--- src/rtl/uart_receiver.sv ---
// ============================================================================
// Module   : uart_receiver
// Purpose  : 8N1 UART receiver. It samples each bit at its centre using a
//            cycle-count bit timer and flags bad stop bits.
//            Defining UART_RX_PARITY_EN adds an even-parity bit and parity_err.
// Revision : 1.0 - initial release
// ============================================================================
`default_nettype none

module uart_receiver #(
  parameter int CLKS_PER_BIT = 868
) (
  input  logic       clk,
  input  logic       rst_n,
  input  logic       rx_in,
  output logic [7:0] rx_data,
  output logic       rx_valid,
  output logic       frame_err,
`ifdef UART_RX_PARITY_EN
  output logic       parity_err,
`endif
  output logic       rx_busy
);

  localparam logic [15:0] c_half = 16'(CLKS_PER_BIT / 2 - 1);
  localparam logic [15:0] c_full = 16'(CLKS_PER_BIT - 1);

  typedef enum logic [2:0] {
    S_IDLE      = 3'd0,
    S_START     = 3'd1,
    S_DATA      = 3'd2,
    S_PARITY    = 3'd3,
    S_STOP      = 3'd4,
    S_WAIT_IDLE = 3'd5
  } state_t;

  state_t      r_state;
  logic        r_sync1;
  logic        r_sync2;
  logic [15:0] r_timer;
  logic [2:0]  r_bit_idx;
  logic [7:0]  r_shift;
`ifdef UART_RX_PARITY_EN
  logic        r_par_bit;
`endif
  logic        w_rx_s;

  assign w_rx_s = r_sync2;

  // The synchronizer resets to the idle level so reset release cannot fake a start edge.
  always_ff @(posedge clk or negedge rst_n) begin
    if (!rst_n) begin
      r_sync1 <= 1'b1;
      r_sync2 <= 1'b1;
    end else begin
      r_sync1 <= rx_in;
      r_sync2 <= r_sync1;
    end
  end

  always_ff @(posedge clk or negedge rst_n) begin
    if (!rst_n) begin
      r_state    <= S_IDLE;
      r_timer    <= 16'd0;
      r_bit_idx  <= 3'd0;
      r_shift    <= 8'h00;
      rx_data    <= 8'h00;
      rx_valid   <= 1'b0;
      frame_err  <= 1'b0;
      rx_busy    <= 1'b0;
`ifdef UART_RX_PARITY_EN
      r_par_bit  <= 1'b0;
      parity_err <= 1'b0;
`endif
    end else begin
      rx_valid  <= 1'b0;
      frame_err <= 1'b0;
`ifdef UART_RX_PARITY_EN
      parity_err <= 1'b0;
`endif
      case (r_state)
        S_IDLE: begin
          r_timer <= 16'd0;
          if (!w_rx_s) begin
            r_state <= S_START;
          end
        end

        S_START: begin
          if (r_timer == c_half) begin
            r_timer   <= 16'd0;
            r_bit_idx <= 3'd0;
            if (!w_rx_s) begin
              r_state <= S_DATA;
              rx_busy <= 1'b1;
            end else begin
              r_state <= S_IDLE;
            end
          end else begin
            r_timer <= r_timer + 16'd1;
          end
        end

        S_DATA: begin
          if (r_timer == c_full) begin
            r_timer   <= 16'd0;
            r_shift   <= {w_rx_s, r_shift[7:1]};
            r_bit_idx <= r_bit_idx + 3'd1;
            if (r_bit_idx == 3'd7) begin
`ifdef UART_RX_PARITY_EN
              r_state <= S_PARITY;
`else
              r_state <= S_STOP;
`endif
            end
          end else begin
            r_timer <= r_timer + 16'd1;
          end
        end

`ifdef UART_RX_PARITY_EN
        S_PARITY: begin
          if (r_timer == c_full) begin
            r_timer   <= 16'd0;
            r_par_bit <= w_rx_s;
            r_state   <= S_STOP;
          end else begin
            r_timer <= r_timer + 16'd1;
          end
        end
`endif

        S_STOP: begin
          if (r_timer == c_full) begin
            r_timer <= 16'd0;
            if (w_rx_s) begin
              r_state <= S_IDLE;
              rx_busy <= 1'b0;
`ifdef UART_RX_PARITY_EN
              if ((^r_shift) != r_par_bit) begin
                parity_err <= 1'b1;
              end else begin
                rx_data  <= r_shift;
                rx_valid <= 1'b1;
              end
`else
              rx_data  <= r_shift;
              rx_valid <= 1'b1;
`endif
            end else begin
              frame_err <= 1'b1;
              r_state   <= S_WAIT_IDLE;
            end
          end else begin
            r_timer <= r_timer + 16'd1;
          end
        end

        // A held-low line (break) must return high before a new start is armed.
        S_WAIT_IDLE: begin
          r_timer <= 16'd0;
          if (w_rx_s) begin
            r_state <= S_IDLE;
            rx_busy <= 1'b0;
          end
        end

        default: begin
          r_state <= S_IDLE;
          r_timer <= 16'd0;
          rx_busy <= 1'b0;
        end
      endcase
    end
  end

endmodule

`default_nettype wire

--- config.mk ---
export PLATFORM = sky130hd
export DESIGN_NAME = uart_receiver
export DESIGN_NICKNAME = d
export VERILOG_FILES = /design/src/rtl/uart_receiver.sv
export SDC_FILE = /design/constraint.sdc
export NUM_CORES = 1
export LEC_CHECK = 0
export ABC_CLOCK_PERIOD_IN_PS = 2500
export CAP_MARGIN = 20
export CORE_ASPECT_RATIO = 1.2
export CORE_MARGIN = 1.5
export CORE_UTILIZATION = 51
export DETAILED_ROUTE_END_ITERATION = 10
export HOLD_SLACK_MARGIN = 0.05
export PLACE_DENSITY = 0.75
export SYNTH_ARGS = -nofsm -noshare
export SYNTH_HDL_FRONTEND = slang
export SYNTH_SLANG_ARGS = --single-unit
--- constraint.sdc ---
create_clock -name clk -period 2.5 [get_ports clk]
set_clock_uncertainty 0.1 [all_clocks]
set_input_delay 0.375 -clock clk [delete_from_list [all_inputs] [get_ports clk]]
set_output_delay 0.375 -clock clk [all_outputs]
set_load 0.005 [all_outputs]
==> metrics.cfg <==
[status]
status = finished, final reports clean

[synthesis]
ys_top_cells_by_area = dfrtp_1, mux2_2, xnor2_1, nor2_1, dfstp_2
synth.yosys.seq_area_share_pct = 55.0
synth_top_area_cell = dfrtp_1
yosys_warnings = 0
synth_top_area_share_pct = 52.4
synth_area_sq_mm = 0.00196
synth_mux_area_share_pct = 9.77
yosys.area_share.xor_xnor_pct = 5.81
netlist-cell-type-count = 33
synthCells = 168
synth-compound-area-share_pct = 6.58
synth_top_family_by_area = simple AND/OR/NAND/NOR gates
synth_fp_nets = 175
synth_simple_gate_area_share_pct = 17.4
synthAdderAreaFrac_pct = 2.55
ys_seq_elements = 43
syn_avg_cell_area_sq_um = 11.7

[global_routing]
antenna_found_initial = 0
grt_pass1_vias = 1317
grt_overflow = 0
grt_pass1_wl_mm = 5.75
track_usage_pct = 17.9
grt_max_degree = 44

[routing]
via_per_inst = 5.50
ant_nets = 0
wl_per_cell_microns = 13.9
drt-initial-drc-count = 79
drt-total-wl_mm = 3.31
drcViolationCount = 0
dr.pass1.iters = 4
vias = 1308

[setup_path]
crit_path_max_fanout = 11
path_class = reg -> reg
r2r_cells = 6
regToRegStartpoint = r_timer[0]
crit_required_ps = 2580
worstPathArrival_ps = 2130
end_kind = register
crit_path_start_kind = register
cp-startpoint = r_timer[0]

[final_layout]
layout.nets = 192
areaGrowthSynthToFinish_pct = 16.0
stdcell_area_sq_mm = 0.00227
layout_common_cells = dfrtp_1, nor2_1, mux2_2
num_antenna_cells = 0
layout_commonest_cell = dfrtp_1
drive_gt1_share_pct = 21.0

[power]
pwr-share-clk_pct = 46.7
switching_share_pct = 18.4
sequentialPowerShare_pct = 52.1
total_power_uw = 1350
max-vdd-ir-drop_mv = 0.370
combPwrFrac_pct = 1.2
p_switching_uw = 247
p_per_area_mw_per_mm2 = 592
intPower_uw = 1100
power_leakage_uw = 0.00107

[timing]
hold_viol_final = 0
slew_headroom_pct = 38.0
finalCritPeriodShare_pct = 82.1
worstMarginPinSlew_ps = 930
fmax_mhz = 487
hold_ws_ps = 120
setup_viol = 0
finalSetupTns_ps = 0
setup_ws_ps = 447
fin_crit_ps = 2050
finalMaxSlewViolations = 0
rsz0062_at_grt = false

[min_path]
hold_class = in -> async

[cts]
cts.htree.levels = 2
cts.path.max_buffers = 2
cts_resized = 0
cts_tree = done
path_clk_slew_ps = 80
cts_hold_buffers = 0
cts_setup_buffers = 0
cts_buffers = 5
worstSkewPairLatency_ps = 300
cts_root_buf = clkbuf_8
clock-sinks = 43

[floorplanning]
die-area_sq_mm = 0.00422
core_area_sq_mm = 0.00366
fp-row-count = 24
die_w_microns = 59.6
initial_core_util_pct = 53.5
io_pins = 14
die_h_microns = 70.9

[place]
place_congestion = 0.862
dp_hpwl_mm = 2.31
dpl_cell_area_sq_mm = 0.00214
pre_cts_ws_ps = 447
port_buffers = 13

[job]
cap_violations = 0

==> kinds of logic (layout without fill, tap and decap cells) <==
kind of cell,count (synthesis),after routing
and+or+nand+nor,61,61
DFF,43,43
AOI/OAI and AO/OA,18,18
muxes,17,17
xor gates and xnor gates,13,13
buffers and inverters,12,30
adders and majority gates,4,4
==> power groups by stage <==
stage                     Clock, uW  Sequential, uW  Combinational, uW
after floorplan                   0             712               3.19
after global placement            0             714               16.7
after detailed placement          0             714               17.1
after CTS                       647             701               17.4
after global routing            668             701               18.8
final                           629             701               16.2
==> registers in the layout, summed over array words and instances (netlist names) <==
| register | flops |
|---|---|
| frame_err | 1 |
| r_bit_idx | 3 |
| r_shift | 8 |
| r_state | 3 |
| r_sync1 | 1 |
| r_sync2 | 1 |
| r_timer | 16 |
| rx_busy | 1 |
| rx_data | 8 |
| rx_valid | 1 |
==> synthesized netlist by cell type <==
master / number
ha_1: 4
nand2b_1: 1
dfrtp_1: 41
a22oi_2: 1
buf_4: 2
buf_2: 2
a22o_1: 3
or3b_2: 2
nand4_1: 5
clkbuf_1: 1
xnor2_1: 12
nor2_1: 25
and4bb_2: 2
nand2_1: 5
o2bb2ai_1: 1
o21ai_0: 2
o31ai_1: 1
nor3_1: 5
nand4_4: 1
mux2_2: 17
nor2b_1: 2
a21oi_1: 6
xor2_1: 1
and4_1: 1
a21o_1: 2
nand3_1: 5
nor4_1: 3
inv_1: 7
and3_1: 2
o32a_1: 1
dfstp_2: 2
nor4_2: 2
a31o_2: 1
==> metal layers <==
layer	track usage, %	wire (microns)	vias to the layer above
met1	23.4	1510	657
li1	-	-	617
met3	3.29	100	5
met5	0	0	-
met4	7.90	54	0
met2	28.7	1650	29
==> critical path, cell delays in order, from the launching register on <==
cell and delay, ps:
dfrtp_1 420, ha_1 230, and4bb_2 260, nand4_1 210, nor2_1 160, buf_4 200
mux2_2 350
==> final timing paths <==
path	slack, ps	end
min in group clk	260	r_sync2
hold reg to reg	260	r_sync2
max in group asynchronous	1610	r_timer[12]
hold / removal	120	r_timer[4]
setup reg to reg	450	r_shift[0]
setup / recovery	450	r_shift[0]
==> area by class of cell <==
| type | instances | area, sq um |
|---|---|---|
| Fill cell | 315 | 1390 |
| Sequential cell | 43 | 1080 |
| Clock buffer | 5 | 68.8 |
| Multi-Input combinational cell | 113 | 826 |
| Inverter | 7 | 26.3 |
| Timing Repair Buffer | 15 | 140 |
| Clock inverter | 3 | 67.6 |
| Tap cell | 52 | 65.1 |
==> stage by stage <==
step	cells	util, %
floorplan	168	-
global route	238	62.0
global placement	230	58.3
CTS	238	62.0
finish	238	62.0
detailed placement	230	58.3
Power figures use the tool's default switching activity.
